$ cat config.mk
export PLATFORM = sky130hd
export DESIGN_NAME = letc_core_pipe_ctrl_flat
export DESIGN_NICKNAME = d
export VERILOG_FILES = /design/src/rtl/letc_core_pipe_ctrl_if.sv /design/src/rtl/letc_core_pipe_ctrl.sv /design/src/flat_wrapper.sv
export SDC_FILE = /design/constraint.sdc
export NUM_CORES = 1
export LEC_CHECK = 0
export ABC_AREA = 1
export CORE_MARGIN = 2
export CORE_UTILIZATION = 39
export CTS_CLUSTER_DIAMETER = 50
export DETAILED_ROUTE_END_ITERATION = 10
export HOLD_SLACK_MARGIN = 0.12
export PLACE_DENSITY = 0.81
export SYNTH_ARGS = -nofsm -noshare
export SYNTH_HDL_FRONTEND = slang
export SYNTH_SLANG_ARGS = --single-unit
$ cat constraint.sdc
create_clock -name clk -period 1.9 [get_ports clk]
set_input_delay 0.285 -clock clk [delete_from_list [all_inputs] [get_ports clk]]
set_output_delay 0.285 -clock clk [all_outputs]
set_load 0.01 [all_outputs]
$ cat src/rtl/letc_core_pipe_ctrl_if.sv
// Bundle of the pipeline-control nets between letc_core_pipe_ctrl and the
// rest of letc_core_top. The controller is the slave; the stage/MSS side that
// produces the requests and acks is the master.
//
// Handshake rules:
//   redirect: the requester raises redirect_valid with stable
//     redirect_stage_idx/redirect_pc and holds them until the cycle in which
//     pc_load_en is high (acceptance is combinational in that same cycle).
//   fence_req, imss_flush_ack, dmss_flush_ack: single-cycle pulses.
//   imss_flush_req, dmss_flush_req: levels, each dropping the cycle after
//     its own ack.
interface letc_core_pipe_ctrl_if #(
    parameter int NUM_STAGES = 7
);
    logic [NUM_STAGES-1:0] stage_ready;
    logic                  redirect_valid;
    logic [2:0]            redirect_stage_idx;
    logic [31:0]           redirect_pc;
    logic                  fence_req;
    logic [31:0]           fence_next_pc;
    logic                  dmss_idle;
    logic                  imss_flush_ack;
    logic                  dmss_flush_ack;
    logic [NUM_STAGES-1:0] stage_stall;
    logic [NUM_STAGES-1:0] stage_flush;
    logic                  pc_load_en;
    logic [31:0]           pc_load_val;
    logic                  imss_flush_req;
    logic                  dmss_flush_req;
    logic                  busy;

    modport master (
        output stage_ready, redirect_valid, redirect_stage_idx, redirect_pc,
               fence_req, fence_next_pc, dmss_idle, imss_flush_ack, dmss_flush_ack,
        input  stage_stall, stage_flush, pc_load_en, pc_load_val,
               imss_flush_req, dmss_flush_req, busy
    );

    modport slave (
        input  stage_ready, redirect_valid, redirect_stage_idx, redirect_pc,
               fence_req, fence_next_pc, dmss_idle, imss_flush_ack, dmss_flush_ack,
        output stage_stall, stage_flush, pc_load_en, pc_load_val,
               imss_flush_req, dmss_flush_req, busy
    );
endinterface

$ cat src/rtl/letc_core_pipe_ctrl.sv
// Pipeline sequencing controller for the seven-stage LETC core.
// Converts per-stage ready into stall/flush vectors, arbitrates branch/trap
// redirects onto the fetch PC port and sequences fence.i / sfence.vma
// (drain, IMSS+DMSS flush handshake, resume). State is exported on
// state_dbg_o for observation.
module letc_core_pipe_ctrl #(
    parameter int NUM_STAGES = 7
) (
    input  logic                 clk,
    input  logic                 rst_n,
    letc_core_pipe_ctrl_if.slave ctrl_if,
    output logic [1:0]           state_dbg_o
);
    localparam int W_STAGE_IDX = NUM_STAGES - 1;

    localparam logic [1:0] ST_RUN    = 2'd0;
    localparam logic [1:0] ST_DRAIN  = 2'd1;
    localparam logic [1:0] ST_FLUSH  = 2'd2;
    localparam logic [1:0] ST_RESUME = 2'd3;

    localparam logic [NUM_STAGES-1:0] ALL_STAGES  = '1;
    // Fence flushes everything younger than W; the fence itself retires.
    localparam logic [NUM_STAGES-1:0] FENCE_FLUSH = ALL_STAGES >> 1;

    logic [1:0]            state_q, state_d;
    logic [31:0]           fence_pc_q, fence_pc_d;
    logic                  imss_req_q, imss_req_d;
    logic                  dmss_req_q, dmss_req_d;
    logic                  imss_done_q, imss_done_d;
    logic                  dmss_done_q, dmss_done_d;

    logic [NUM_STAGES-1:0] not_ready;
    logic [NUM_STAGES-1:0] run_stall;
    logic [NUM_STAGES-1:0] redir_mask;
    logic                  idx_valid;
    logic                  redir_ok;
    logic                  fence_ok;
    logic                  take_redir;
    logic                  take_fence;

    logic [NUM_STAGES-1:0] stall_c;
    logic [NUM_STAGES-1:0] flush_c;
    logic                  pc_en_c;
    logic [31:0]           pc_val_c;

    assign not_ready = ~ctrl_if.stage_ready;

    // Backpressure: a not-ready stage freezes itself and every younger stage.
    always_comb begin
        run_stall = '0;
        for (int i = 0; i < NUM_STAGES; i++) begin
            run_stall[i] = |(not_ready >> i);
        end
    end

    // Redirect/fence arbitration; a W redirect beats a fence in the same cycle.
    always_comb begin
        redir_mask = '0;
        for (int i = 0; i < NUM_STAGES; i++) begin
            redir_mask[i] = (i < int'(ctrl_if.redirect_stage_idx));
        end
        idx_valid  = int'(ctrl_if.redirect_stage_idx) < NUM_STAGES;
        redir_ok   = ctrl_if.redirect_valid && idx_valid
                     && !run_stall[ctrl_if.redirect_stage_idx];
        fence_ok   = ctrl_if.fence_req && !run_stall[W_STAGE_IDX];
        take_redir = redir_ok
                     && (int'(ctrl_if.redirect_stage_idx) == W_STAGE_IDX || !fence_ok);
        take_fence = fence_ok && !take_redir;
    end

    // Flush request levels and ack latches; both requests rise on DRAIN->FLUSH.
    always_comb begin
        imss_done_d = imss_done_q | (ctrl_if.imss_flush_ack & imss_req_q);
        dmss_done_d = dmss_done_q | (ctrl_if.dmss_flush_ack & dmss_req_q);
        imss_req_d  = imss_req_q & ~ctrl_if.imss_flush_ack;
        dmss_req_d  = dmss_req_q & ~ctrl_if.dmss_flush_ack;
        if (state_q == ST_DRAIN && ctrl_if.dmss_idle) begin
            imss_req_d  = 1'b1;
            dmss_req_d  = 1'b1;
            imss_done_d = 1'b0;
            dmss_done_d = 1'b0;
        end
        if (state_q == ST_RESUME) begin
            imss_done_d = 1'b0;
            dmss_done_d = 1'b0;
        end
    end

    // Next state and the stall/flush/PC-load outputs for each state.
    always_comb begin
        state_d    = state_q;
        fence_pc_d = fence_pc_q;
        stall_c    = '0;
        flush_c    = '0;
        pc_en_c    = 1'b0;
        pc_val_c   = '0;
        case (state_q)
            ST_RUN: begin
                if (take_redir) begin
                    flush_c  = redir_mask;
                    pc_en_c  = 1'b1;
                    pc_val_c = ctrl_if.redirect_pc;
                end else if (take_fence) begin
                    flush_c    = FENCE_FLUSH;
                    fence_pc_d = ctrl_if.fence_next_pc;
                    state_d    = ST_DRAIN;
                end
                // A flushed stage must not also hold.
                stall_c = run_stall & ~flush_c;
            end
            ST_DRAIN: begin
                stall_c = '1;
                flush_c = '1;
                if (ctrl_if.dmss_idle) begin
                    state_d = ST_FLUSH;
                end
            end
            ST_FLUSH: begin
                stall_c = '1;
                flush_c = '1;
                if (imss_done_d && dmss_done_d) begin
                    state_d = ST_RESUME;
                end
            end
            ST_RESUME: begin
                flush_c  = '1;
                pc_en_c  = 1'b1;
                pc_val_c = fence_pc_q;
                state_d  = ST_RUN;
            end
            default: begin
                state_d = ST_RUN;
            end
        endcase
        // Reset forces a clean, flushed, non-loading pipeline.
        if (!rst_n) begin
            stall_c  = '0;
            flush_c  = '1;
            pc_en_c  = 1'b0;
            pc_val_c = '0;
        end
    end

    // State registers with synchronous active-low reset.
    always_ff @(posedge clk) begin
        if (!rst_n) begin
            state_q     <= ST_RUN;
            fence_pc_q  <= '0;
            imss_req_q  <= 1'b0;
            dmss_req_q  <= 1'b0;
            imss_done_q <= 1'b0;
            dmss_done_q <= 1'b0;
        end else begin
            state_q     <= state_d;
            fence_pc_q  <= fence_pc_d;
            imss_req_q  <= imss_req_d;
            dmss_req_q  <= dmss_req_d;
            imss_done_q <= imss_done_d;
            dmss_done_q <= dmss_done_d;
        end
    end

    assign ctrl_if.stage_stall    = stall_c;
    assign ctrl_if.stage_flush    = flush_c;
    assign ctrl_if.pc_load_en     = pc_en_c;
    assign ctrl_if.pc_load_val    = pc_val_c;
    assign ctrl_if.imss_flush_req = rst_n & imss_req_q;
    assign ctrl_if.dmss_flush_req = rst_n & dmss_req_q;
    assign ctrl_if.busy           = rst_n && (state_q != ST_RUN);
    assign state_dbg_o            = state_q;

    // Redirects and fences can only be issued while the pipeline runs.
    no_req_outside_run: assert property (@(posedge clk) disable iff (!rst_n)
        (state_q != ST_RUN) |-> !(ctrl_if.redirect_valid || ctrl_if.fence_req));
endmodule

$ cat src/flat_wrapper.sv
// flat-port wrapper written by rule: the top's interface ports become plain ports
module letc_core_pipe_ctrl_flat 
#(
    parameter int NUM_STAGES = 7
)
  (clk, rst_n, state_dbg_o, ctrl_if_stage_ready, ctrl_if_redirect_valid, ctrl_if_redirect_stage_idx, ctrl_if_redirect_pc, ctrl_if_fence_req, ctrl_if_fence_next_pc, ctrl_if_dmss_idle, ctrl_if_imss_flush_ack, ctrl_if_dmss_flush_ack, ctrl_if_stage_stall, ctrl_if_stage_flush, ctrl_if_pc_load_en, ctrl_if_pc_load_val, ctrl_if_imss_flush_req, ctrl_if_dmss_flush_req, ctrl_if_busy);
  letc_core_pipe_ctrl_if #(.NUM_STAGES(NUM_STAGES)) ctrl_if_i ();
  input  logic clk;
  input  logic rst_n;
  output logic [1:0] state_dbg_o;
  input wire logic [$bits(ctrl_if_i.stage_ready)-1:0] ctrl_if_stage_ready;
  input wire logic [$bits(ctrl_if_i.redirect_valid)-1:0] ctrl_if_redirect_valid;
  input wire logic [$bits(ctrl_if_i.redirect_stage_idx)-1:0] ctrl_if_redirect_stage_idx;
  input wire logic [$bits(ctrl_if_i.redirect_pc)-1:0] ctrl_if_redirect_pc;
  input wire logic [$bits(ctrl_if_i.fence_req)-1:0] ctrl_if_fence_req;
  input wire logic [$bits(ctrl_if_i.fence_next_pc)-1:0] ctrl_if_fence_next_pc;
  input wire logic [$bits(ctrl_if_i.dmss_idle)-1:0] ctrl_if_dmss_idle;
  input wire logic [$bits(ctrl_if_i.imss_flush_ack)-1:0] ctrl_if_imss_flush_ack;
  input wire logic [$bits(ctrl_if_i.dmss_flush_ack)-1:0] ctrl_if_dmss_flush_ack;
  output wire logic [$bits(ctrl_if_i.stage_stall)-1:0] ctrl_if_stage_stall;
  output wire logic [$bits(ctrl_if_i.stage_flush)-1:0] ctrl_if_stage_flush;
  output wire logic [$bits(ctrl_if_i.pc_load_en)-1:0] ctrl_if_pc_load_en;
  output wire logic [$bits(ctrl_if_i.pc_load_val)-1:0] ctrl_if_pc_load_val;
  output wire logic [$bits(ctrl_if_i.imss_flush_req)-1:0] ctrl_if_imss_flush_req;
  output wire logic [$bits(ctrl_if_i.dmss_flush_req)-1:0] ctrl_if_dmss_flush_req;
  output wire logic [$bits(ctrl_if_i.busy)-1:0] ctrl_if_busy;
  assign ctrl_if_i.stage_ready = ctrl_if_stage_ready;
  assign ctrl_if_i.redirect_valid = ctrl_if_redirect_valid;
  assign ctrl_if_i.redirect_stage_idx = ctrl_if_redirect_stage_idx;
  assign ctrl_if_i.redirect_pc = ctrl_if_redirect_pc;
  assign ctrl_if_i.fence_req = ctrl_if_fence_req;
  assign ctrl_if_i.fence_next_pc = ctrl_if_fence_next_pc;
  assign ctrl_if_i.dmss_idle = ctrl_if_dmss_idle;
  assign ctrl_if_i.imss_flush_ack = ctrl_if_imss_flush_ack;
  assign ctrl_if_i.dmss_flush_ack = ctrl_if_dmss_flush_ack;
  assign ctrl_if_stage_stall = ctrl_if_i.stage_stall;
  assign ctrl_if_stage_flush = ctrl_if_i.stage_flush;
  assign ctrl_if_pc_load_en = ctrl_if_i.pc_load_en;
  assign ctrl_if_pc_load_val = ctrl_if_i.pc_load_val;
  assign ctrl_if_imss_flush_req = ctrl_if_i.imss_flush_req;
  assign ctrl_if_dmss_flush_req = ctrl_if_i.dmss_flush_req;
  assign ctrl_if_busy = ctrl_if_i.busy;
  letc_core_pipe_ctrl #(.NUM_STAGES(NUM_STAGES)) u_core (.clk(clk), .rst_n(rst_n), .ctrl_if(ctrl_if_i), .state_dbg_o(state_dbg_o));
endmodule
**Word-level counts from Yosys, hierarchy flattened**

Index checks and enable logic that the tools add are counted.

- Register bits after elaboration: 38
- Logic and storage cells: 88

- Reduce and logical (&&, ||, !) cells: 25
- $lt $le $gt $ge: 9
- Bitwise logic cells: 14
- Equal/unequal tests: 8
- Muxes and demuxes: 26

Operators by type and width:

| kind | count |
|---|---|
| $mux W32 | 2 |
| $pmux W32 S2 | 1 |
| $mux W7 | 4 |
| $pmux W7 S2 | 2 |
| $not A7 Y7 | 2 |
| $lt A3 B3 Y1 const A | 3 |
| $mux W1 | 9 |
| $logic_and A1 B1 Y1 | 8 |
| $mux W2 | 4 |
| $pmux W2 S4 | 1 |
| $and A7 B7 Y7 | 1 |
| $reduce_or A7 Y1 | 1 |
| $and A1 B1 Y1 | 6 |
| $lt A1 B3 Y1 const A | 2 |
| $lt A2 B3 Y1 const A | 2 |
| $mux W6 | 1 |
| $reduce_or A3 Y1 | 2 |
| $reduce_or A6 Y1 | 1 |
| $reduce_or A5 Y1 | 1 |
| $eq A2 B2 Y1 const B | 2 |
| $logic_not A1 Y1 | 4 |
| $lt A3 B4 Y1 const B | 1 |
| $ne A2 B1 Y1 const B | 2 |
| $ne A2 B2 Y1 const B | 2 |
| 14 further kinds | 18 |

**Depth between registers and ports, before layout**

- Word-level depth: 16
- Depth in mapped cells: 11
- Depth with buffers taken out: 11

**Worst setup path before layout**

Ideal clock, no wire load.

- Path type: reg2out
- Start: register u_core.state_q[0], in the netlist u_core.state_dbg_o[0]
- End: output port ctrl_if_pc_load_val[10]
- Stages on the path, launching flop included: 7
- Buffers on the path: 1
- Required time: 1.615 ns
- Data arrival time: 1.554 ns
- Path slack: 0.061 ns
- Cells stage by stage: dfxtp_1 -> inv_1 -> ha_1 -> inv_1 -> nand2_1 -> clkbuf_1 -> a21oi_1

- Cells in the longest elaborated chain, start to end: 3

RTL lines:

| what | RTL line | source |
|---|---|---|
| start: declaration | letc_core_pipe_ctrl.sv:25 | `logic [1:0] state_q, state_d;` |
| start signal: assignment | letc_core_pipe_ctrl.sv:154 | `state_q <= state_d;` |
| $eq A2 B2 Y1 or $logic_not A2 Y1 (tied branches) | letc_core_pipe_ctrl.sv:97 | `case (state_q)` |
| $pmux W32 S2 * | letc_core_pipe_ctrl.sv:97 |  |
| $mux W32 * | letc_core_pipe_ctrl.sv:136 | `if (!rst_n) begin` |
| end: declaration | flat_wrapper.sv:23 | `output wire logic [$bits(ctrl_if_i.pc_load_val)-1:0] ctrl_if_pc_load_val;` |

Mark *: on every way between the ends. The rest lies on a longest branch, timed or not.

**Worst setup path in the final report**

- Start: input port ctrl_if_stage_ready[6]
- End: output port ctrl_if_pc_load_val[19]

- Cells in the longest elaborated chain, start to end: 10

RTL lines:

| what | RTL line | source |
|---|---|---|
| start: declaration | flat_wrapper.sv:11 | `input wire logic [$bits(ctrl_if_i.stage_ready)-1:0] ctrl_if_stage_ready;` |
| $not A7 Y7 * | letc_core_pipe_ctrl.sv:46 | `assign not_ready = ~ctrl_if.stage_ready;` |
| $reduce_or A7 Y1, or another cell as far along | letc_core_pipe_ctrl.sv:52 | `run_stall[i] = \|(not_ready >> i);` |
| $bmux W1 S3 | letc_core_pipe_ctrl.sv:64 | `&& !run_stall[ctrl_if.redirect_stage_idx];` |
| $mux W1 (implied by the code) | letc_core_pipe_ctrl.sv:64 |  |
| $logic_not A1 Y1 | letc_core_pipe_ctrl.sv:64 |  |
| $logic_and A1 B1 Y1 | letc_core_pipe_ctrl.sv:64 |  |
| $logic_and A1 B1 Y1 * | letc_core_pipe_ctrl.sv:67 | `&& (int'(ctrl_if.redirect_stage_idx) == W_STAGE_IDX \|\| !fence_ok);` |
| $mux W32 * | letc_core_pipe_ctrl.sv:99 | `if (take_redir) begin` |
| $pmux W32 S2 * | letc_core_pipe_ctrl.sv:97 |  |
| $mux W32 * | letc_core_pipe_ctrl.sv:136 |  |

Mark *: on every way between the ends. The rest lies on a longest branch, timed or not. The select of a mux whose other input is x is not followed.

==> metrics.md <==
| Metric | Value |
|---|---|
| ANT cells | 0 |
| Synthesized area per cell | 6.39 µm² |
| Final clock skew | 0.00243 ns |
| Via/cell ratio | 5.24 |
| First-pass DRT Iterations | 4 |
| Max Slew Vio Count | 0 |
| Die width | 82.4 µm |
| CTS Buf Count | 5 |
| Post-Place Worst Slack | -0.887 ns |
| Initial antenna violation count | 0 |
| Placed Area | 4050 µm² |
| Outcome | complete, but fails checks |
| Root buf cell | clkbuf_8 |
| Cell Rows | 28 |
| Io pins | 133 |
| Die area | 6790 µm² |
| Worst Setup Slack, final | -0.0995 ns |
| DR iter-0 viols | 170 |
| Mapped cell area | 2400 µm² |
| Wire per inst | 15.6 µm |
| Max-cap check violation count | 0 |
| Grt ovf | 0 |
| DR vias | 3,241 |
| Least-Margin Pin Slew | 0.400 ns |
| Synth top area share | 31.7% |
| WS Path Type | in -> out |
| Total GRT Usage | 25.7% |
| Post-DP HPWL | 6250 µm |
| Sequential area share after synthesis | 31.7% |
| Placeable Area | 5920 µm² |
| Fin area | 4470 µm² |
| Drt drc | 0 |
| FF+latch count, synth | 38 |
| Synth Flop Type | dfxtp_1 |
| Critical path peak fanout | 9 |
| Fin Setup TNS | -0.790 ns |
| Port bufs | 132 |
| CP Capture Type | output pin |
| Hold Fails Final Rpt | 0 |
| Syn. warnings | 0 |
| First-pass GRT wire length | 13,500 µm |
| Post-synth EDFFs | 0 |
| Clock sink count | 38 |
| Largest area contributor in the netlist | dfxtp_1 |
| FF-to-FF setup slack | 0.18 ns |
| FILL cells | 459 |
| Worst skew pair latency | 0.29 ns |
| Fin cells | 619 |
| Power Dens Cells | 790 nW/µm² |
| Post-layout min period | 2.00 ns |
| DIE HEIGHT | 82.4 µm |
| CTS Hold Bufs | 0 |
| Peak Freq | 500 MHz |
| Worst EP required | 1.62 ns |
| Clock-pin slew on the worst setup and hold paths | 0.08 ns |
| H-tree Lvls | 2 |
| Synth unique cells | 29 |
| Max transition margin | 73.3% |
| Antenna Nets Post-Route | 0 |
| Failing checks | setup timing |
| Most frequent cells in the layout | nand2_1 (93), clkdlybuf4s50_1 (70), a21oi_1 (51), buf_4 (48), buf_2 (39) |
| DP Cell Count | 596 |
| Critical Path AT | 1.71 ns |
| Asr flop ratio synth | 0% |
| Hold Crit Class | reg -> reg |
| CP startpoint kind | primary input |
| Layout Nets | 631 |
| Area contributors post-synth | dfxtp_1 (32%), nand2_1 (19%), a21oi_1 (15%) |
| Initial core utilization | 40.5% |
| Area growth syn-to-layout | 86.4% |
| Part of the cycle the worst path needs | 105% |
| Clk buf depth | 2 |
| CTS tree | done |
| Worst vdd ir | 0.544 mV |
| Final setup violation count | 28 |
| Pleak | 1.94 nW |
| Unrepaired setup endpoints after global routing | yes |
| Most common cell after layout, fill and taps aside | nand2_1 |
| Hold slack | 0.464 ns |
| Post-Syn Instances | 375 |
| RD Place Congestion | 0.955 |
| Layout cells sized above 1 | 36.0% |
| WL final | 9660 µm |
| Vias in the first global route | 2,948 |
| Mapped Nets | 462 |
| Largest net degree at the start of global routing | 35 |
sequential cells by signal (all words and copies together) (netlist names):
| register | count |
|---|---|
| u_core.fence_pc_q | 32 |
| u_core.imss_req_q | 1 |
| u_core.dmss_req_q | 1 |
| u_core.state_dbg_o | 2 |
| u_core.dmss_done_q | 1 |
| u_core.imss_done_q | 1 |
synthesized netlist by cell type (2+ instances only):
cell      count
a21oi_1      73
buf_2         4
buf_4         4
buf_6         3
clkbuf_1     17
dfxtp_1      38
ha_1          6
inv_1        18
nand2_1     121
nand2_2       2
nand3_1      15
nand4_1      37
nor2_1       18
o21ai_0       4
path summary, 6_finish.rpt:
kind                                             start                       to  cells after the start
worst max-delay path            ctrl_if_stage_ready[6]  ctrl_if_pc_load_val[19]                     11
worst min-delay path             u_core.fence_pc_q[13]    u_core.fence_pc_q[13]                      2
worst max register to register   u_core.state_dbg_o[0]    u_core.state_dbg_o[1]                     11
worst min register to register   u_core.fence_pc_q[13]    u_core.fence_pc_q[13]                      2
critical path: stages:
cell       delay [ns]
buf_8            0.09
nand2_4          0.06
o21bai_4         0.12
nand2_2          0.08
nor2_4           0.14
nand2_4          0.10
nor2_8           0.24
clkbuf_16        0.20
nand2_1          0.06
a21oi_1          0.15
buf_2            0.16
metal layers:
| metal | vias to the layer above | part of all wire, % | track usage [%] |
|---|---|---|---|
| li1 | 1597 | - | - |
| met1 | 1489 | 39 | 31.4 |
| met2 | 137 | 51 | 45.7 |
| met3 | 18 | 7.0 | 5.76 |
| met4 | 0 | 2.1 | 5.83 |
| met5 | - | 0 | 0 |
logic make-up (layout without fill, tap and decap cells):
group	after synthesis	count (layout)	synth area share, %
AO/OA/AOI/OAI	82	82	17.6
adder cells (fa/ha/maj)	6	6	3.13
buffers and inverters	49	218	9.45
flip-flops	38	38	31.7
AND/OR/NAND/NOR	200	200	38.0
metrics by stage:
stage	power, mW	utilization [%]
after floorplan	1.73	-
after global placement	2.58	68.3
after detailed placement	2.60	68.3
after CTS	3.35	69.3
after global routing	3.72	75.5
final	3.53	75.5
area by class of cell:
class	count	area, µm²	area share (%)
Sequential cell	38	763	17.1
Timing Repair Buffer	191	1710	38.2
Tap cell	75	93.8	2.10
Clock buffer	6	82.6	1.85
Inverter	20	85.1	1.90
Clock inverter	1	30.0	0.672
Multi-Input combinational cell	288	1710	38.2
repair_timing:
| item | CTS | global route |
|---|---|---|
| endpoints found under the hold margin | 0 | 0 |
| gates resized for setup | 229 | 98 |
| cloned | 1 | 3 |
| endpoints found under the setup margin | 80 | 49 |
| setup buffers | 9 | 4 |
| pin swaps | 9 | 32 |
power breakdown:
part / internal [mW] / total [mW] / switching (mW)
registers: 0.899 / 0.959 / 0.0595
clock network: 0.420 / 0.702 / 0.282
logic: 0.861 / 1.87 / 1.01
total: 2.18 / 3.53 / 1.35
(Power assumes the default switching activity.)
